[src/rtl/uart_tx_arbiter.sv]
// Round-robin arbiter that shares one uart_tx among NUM_REQ character sources.
// Optional message lock (a winner keeps the transmitter until req_last) is enabled by defining UART_ARB_LOCK_EN.
module uart_tx_arbiter #(
  parameter  int NUM_REQ = 4,
  localparam int ID_W    = $clog2(NUM_REQ)
) (
  input  logic                 clk,
  input  logic                 rst,
  input  logic [NUM_REQ-1:0]   req_valid,
  input  logic [NUM_REQ*7-1:0] req_data,
  input  logic [NUM_REQ-1:0]   req_last,
  output logic [NUM_REQ-1:0]   req_ready,
  output logic [6:0]           tx_data,
  output logic                 tx_flush,
  input  logic                 tx_busy,
  output logic [ID_W-1:0]      grant_id,
  output logic                 active
);

  typedef enum logic [1:0] {IDLE, ISSUE, WAIT_BUSY, WAIT_DONE} state_t;

  localparam logic [ID_W:0] NUM_REQ_W = (ID_W+1)'(NUM_REQ);

  state_t               r_state;
  state_t               w_nextState;
  logic [6:0]           r_txData;
  logic                 r_txFlush;
  logic [ID_W-1:0]      r_grantId;
  logic [ID_W-1:0]      r_rrPtr;

  logic [NUM_REQ-1:0]   w_cand;
  logic                 w_found;
  logic [ID_W-1:0]      w_winner;
  logic [ID_W:0]        w_idx;
  logic                 w_grant;
  logic                 w_advance;
  logic [ID_W-1:0]      w_ptrAfter;
  logic [NUM_REQ-1:0]   w_readyVec;

`ifdef UART_ARB_LOCK_EN
  logic                 r_lock;
  logic [ID_W-1:0]      r_owner;

  // While locked only the owner may win, even if it is currently idle.
  assign w_cand    = r_lock ? (req_valid & (NUM_REQ'(1) << r_owner)) : req_valid;
  assign w_advance = w_grant & req_last[w_winner];

  always_ff @(posedge clk or posedge rst) begin
    if (rst) begin
      r_lock  <= 1'b0;
      r_owner <= '0;
    end else if (w_grant) begin
      r_lock  <= ~req_last[w_winner];
      r_owner <= w_winner;
    end
  end
`else
  logic w_unusedLast;

  assign w_cand       = req_valid;
  assign w_advance    = w_grant;
  assign w_unusedLast = |req_last;
`endif

  // First candidate found scanning upward from rr_ptr with wrap-around.
  always_comb begin
    w_found  = 1'b0;
    w_winner = '0;
    w_idx    = '0;
    for (int i = 0; i < NUM_REQ; i++) begin
      w_idx = {1'b0, r_rrPtr} + (ID_W+1)'(i);
      if (w_idx >= NUM_REQ_W) w_idx = w_idx - NUM_REQ_W;
      if (!w_found && w_cand[w_idx[ID_W-1:0]]) begin
        w_found  = 1'b1;
        w_winner = w_idx[ID_W-1:0];
      end
    end
  end

  assign w_grant    = (r_state == IDLE) && !tx_busy && w_found;
  assign w_ptrAfter = (w_winner == ID_W'(NUM_REQ-1)) ? '0 : w_winner + 1'b1;

  always_ff @(posedge clk or posedge rst) begin
    if (rst) r_state <= IDLE;
    else     r_state <= w_nextState;
  end

  always_comb begin
    w_nextState = r_state;
    w_readyVec  = '0;
    case (r_state)
      IDLE: begin
        if (w_grant) begin
          w_readyVec[w_winner] = 1'b1;
          w_nextState          = ISSUE;
        end
      end
      ISSUE:     w_nextState = WAIT_BUSY;
      WAIT_BUSY: if (tx_busy)  w_nextState = WAIT_DONE;
      WAIT_DONE: if (!tx_busy) w_nextState = IDLE;
      default:   w_nextState = IDLE;
    endcase
  end

  // Flush is raised only on the handshake edge so it lasts exactly the ISSUE cycle.
  always_ff @(posedge clk or posedge rst) begin
    if (rst) begin
      r_txData  <= '0;
      r_txFlush <= 1'b0;
      r_grantId <= '0;
      r_rrPtr   <= '0;
    end else begin
      r_txFlush <= w_grant;
      if (w_grant) begin
        r_txData  <= req_data[int'(w_winner)*7 +: 7];
        r_grantId <= w_winner;
      end
      if (w_advance) r_rrPtr <= w_ptrAfter;
    end
  end

  assign req_ready = w_readyVec;
  assign tx_data   = r_txData;
  assign tx_flush  = r_txFlush;
  assign grant_id  = r_grantId;
  assign active    = (r_state != IDLE);

endmodule
[config.mk]
export PLATFORM = sky130hd
export DESIGN_NAME = uart_tx_arbiter
export DESIGN_NICKNAME = d
export VERILOG_FILES = /design/src/rtl/uart_tx_arbiter.sv
export SDC_FILE = /design/constraint.sdc
export NUM_CORES = 1
export LEC_CHECK = 0
export ABC_AREA = 1
export BUFFER_PORTS_ARGS = -buffer_cell sky130_fd_sc_hd__buf_2
export CAP_MARGIN = 10
export CORE_MARGIN = 2
export CORE_UTILIZATION = 47
export CTS_CLUSTER_SIZE = 24
export DETAILED_ROUTE_END_ITERATION = 6
export PLACE_DENSITY = 0.76
export RECOVER_POWER = 50
export SLEW_MARGIN = 10
export SYNTH_ARGS = -nofsm -noshare
export SYNTH_HDL_FRONTEND = slang
export SYNTH_SLANG_ARGS = --single-unit
[constraint.sdc]
create_clock -name clk -period 2.4 [get_ports clk]
set_input_delay 0.12 -clock clk [delete_from_list [all_inputs] [get_ports clk]]
set_output_delay 0.12 -clock clk [all_outputs]
set_load 0.005 [all_outputs]
==> impl_metrics.py <==
metrics = {
    "yosys": {
        "ys_warn_count": 0,
        "syn_area_sq_um": 1260,
        "seq_area_frac_synth": 0.278,
        "synth_edf_count": 0,
        "synth_top_area_cell": "dfrtp_1",
        "synth_top_area_frac": 0.278,
        "syn_inst": 190,
        "synth.area.top_cells": "dfrtp_1 (28%), nand2_1 (16%), nand3_1 (9.9%)",
        "async_flop_share": 1.00,
        "synth_ff_type": "dfrtp_1",
        "syn-num-nets": 234,
        "syn_avg_cell_area_sq_um": 6.64,
        "synth_common_cells": "nand2_1 (54), inv_1 (26), nand3_1 (25), nor2_1 (19), dfrtp_1 (14)",
        "yosysMostFrequentCell": "nand2_1",
        "ys_seq_elements": 14,
        "synth_cell_types": 25,
    },
    "critical_path": {
        "cp-start-kind": "register",
        "critical_path_class": "register to primary output",
        "crit_path_start": "r_rrPtr[0]",
        "worstReg2RegStart": "r_rrPtr[0]",
        "cp-end-kind": "primary output",
        "crit_required_ps": 2280,
        "worstPathMaxFanout": 6,
        "cp.arrival_ps": 2130,
    },
    "finish": {
        "stdcell_count": 280,
        "fillers": 246,
        "nets": 295,
        "area_delta_synth_final_pct": 29.9,
        "drive_gt1_frac": 0.348,
        "antenna_cells": 0,
    },
    "global_routing": {
        "grtUsageTotal": 0.200,
        "grt_pass1_vias": 1256,
        "grt_max_degree": 19,
        "grt_overflow": 0,
        "grt_pass1_wl_um": 4970,
        "grt_antenna_before_repair": 0,
    },
    "drt": {
        "avgViaCountPerCell": 4.91,
        "avgRoutedWirePerCell_um": 10.8,
        "drtPass1Iterations": 4,
        "drtIter0Drc": 53,
        "vias": 1374,
        "routed_wl_um": 3020,
        "drc": 0,
        "antenna_left": 0,
    },
    "die": {
        "die_x_um": 55.8,
        "die_h_um": 55.8,
        "dieArea_sq_um": 3110,
        "top_level_ports": 54,
        "rows": 18,
        "coreArea_sq_um": 2500,
        "start_util": 0.505,
    },
    "placement": {
        "place_inst": 268,
        "hpwl_um": 2310,
        "pre_cts_ws_ps": 311,
        "gp_congestion": 0.818,
        "port_buffers": 49,
    },
    "status": {
        "outcome": "finished, final reports clean",
    },
    "power_and_ir_drop": {
        "peakVddDrop_mv": 0.927,
        "powerDensity_nw_per_um2": 1390,
        "p_leak_nw": 0.963,
    },
    "clock_tree": {
        "cts_buffers": 3,
        "cts_tree": "yes",
        "cts-root-buf": "clkbuf_4",
        "cts-htree-levels": 1,
        "clkSlewWorstSetupHoldPaths_ps": 100,
        "clock_latency_ps": 290,
        "cts_max_path_buffers": 2,
        "clock_sinks": 14,
    },
    "timing": {
        "max_freq_mhz": 444,
        "worst-slew-pin-transition_ps": 537,
        "fin_crit_ps": 2250,
        "fin_skew_ps": 9.85,
        "timing.final.ws_setup_ps": 148,
        "finalMaxSlewViolations": 0,
        "finalSetupViolations": 0,
        "finalCritPeriodShare": 0.938,
        "hold_slack_ps": 92.2,
        "hold_viol": 0,
        "slew_headroom": 0.642,
    },
    "job": {
        "cap_violations": 0,
    },
    "worst_hold_path": {
        "holdCritStartpoint": "req_data[9]",
        "hp-class": "input port to register",
    },
}
[per-stage QoR]
step / utilization / TNS, ps / cell area (sq um) / power [mW]
finish: 0.655 / 0 / 1640 / 2.28
global placement: 0.611 / 0 / 1530 / 1.94
detailed placement: 0.611 / 0 / 1530 / 1.96
floorplan: - / 0 / 1260 / 1.63
global route: 0.655 / -21.6 / 1640 / 2.53
CTS: 0.630 / 0 / 1570 / 2.14
[placed cells by master, fill, tap and decap left out]
cell and instances:
nand3b_2 2, nand3_1 25, buf_4 11, nand2_1 52
nand2_4 2, nand2_2 7, clkbuf_4 3, a21oi_2 1
o21ai_2 1, dfrtp_1 13, dfrtp_2 1, inv_1 23
o21ai_1 3, buf_2 48, nand3b_1 7, o21a_1 1
nor3_2 1, nand4_1 9, mux2i_1 1, and2_1 1
inv_2 4, ha_1 5, clkbuf_8 1, clkbuf_1 1
o21ai_0 2, nor2_1 19, nor2_4 3, dlygate4sd3_1 1
inv_4 2
[logic make-up (layout without fill, tap and decap cells)]
kind of cell / count (synthesis) / in the layout / synth area share
AO/OA/AOI/OAI: 8 / 8 / 0.0367
adder cells (fa/ha/maj): 5 / 5 / 0.0496
buffers and inverters: 34 / 94 / 0.125
flip-flops: 14 / 14 / 0.278
multiplexers: 1 / 1 / 0.00794
AND/OR/NAND/NOR: 128 / 128 / 0.503
[critical path, stage by stage, from the launching register on]
cell and delay [ps]:
dfrtp_2 460, buf_4 170, nand2_1 70, nand2_2 60, nand2_1 80, nand2_2 70, nand4_1 150, nand2_1 110
nor2_4 220, inv_2 80, ha_1 180, inv_1 50, nor2_1 30, buf_2 120
[sequential cells by signal, summed over array words and instances (netlist names)]
register,cells
tx_data,7
grant_id,2
r_rrPtr,2
r_state,2
tx_flush,1
[worst paths after layout]
kind / end / slack (ps) / cells past startpoint
setup reg to reg: r_rrPtr[1] / 450 / 12
setup / recovery: req_ready[3] / 150 / 13
hold / removal: tx_data[2] / 90 / 3
max in group asynchronous: r_rrPtr[0] / 1600 / 3
min in group asynchronous: tx_data[5] / 400 / 3
hold reg to reg: grant_id[1] / 490 / 2
[layer usage]
layer,GRT usage,share of wire,vias up
met4,0.0557,0.0089,0
met3,0.0512,0.053,4
met2,0.357,0.50,32
met1,0.235,0.44,608
li1,-,-,730
met5,0,0,-
[power breakdown]
part | switching [mW] | internal, mW | total [mW]
logic | 1.00 | 0.665 | 1.67
registers | 0.0760 | 0.355 | 0.430
clock network | 0.0832 | 0.0924 | 0.176
total | 1.16 | 1.11 | 2.28
[final cells by class]
| class | instances | area, sq um | area share |
|---|---|---|---|
| multi-input combinational | 142 | 762 | 0.465 |
| sequential | 14 | 352 | 0.215 |
| timing repair buffer | 61 | 337 | 0.206 |
| inverter | 29 | 114 | 0.0695 |
| tap | 30 | 37.5 | 0.0229 |
| clock buffer | 4 | 36.3 | 0.0222 |
[repair_timing]
action                                  in CTS  in global routing
pin swaps                                    1                  3
setup buffers                                0                  7
gates cloned                                 0                  0
resized for setup                            0                  8
hold buffers                                 1                  0
endpoints found under the setup margin       1                  4
endpoints found under the hold margin       14                  0
(Power assumes the default switching activity.)
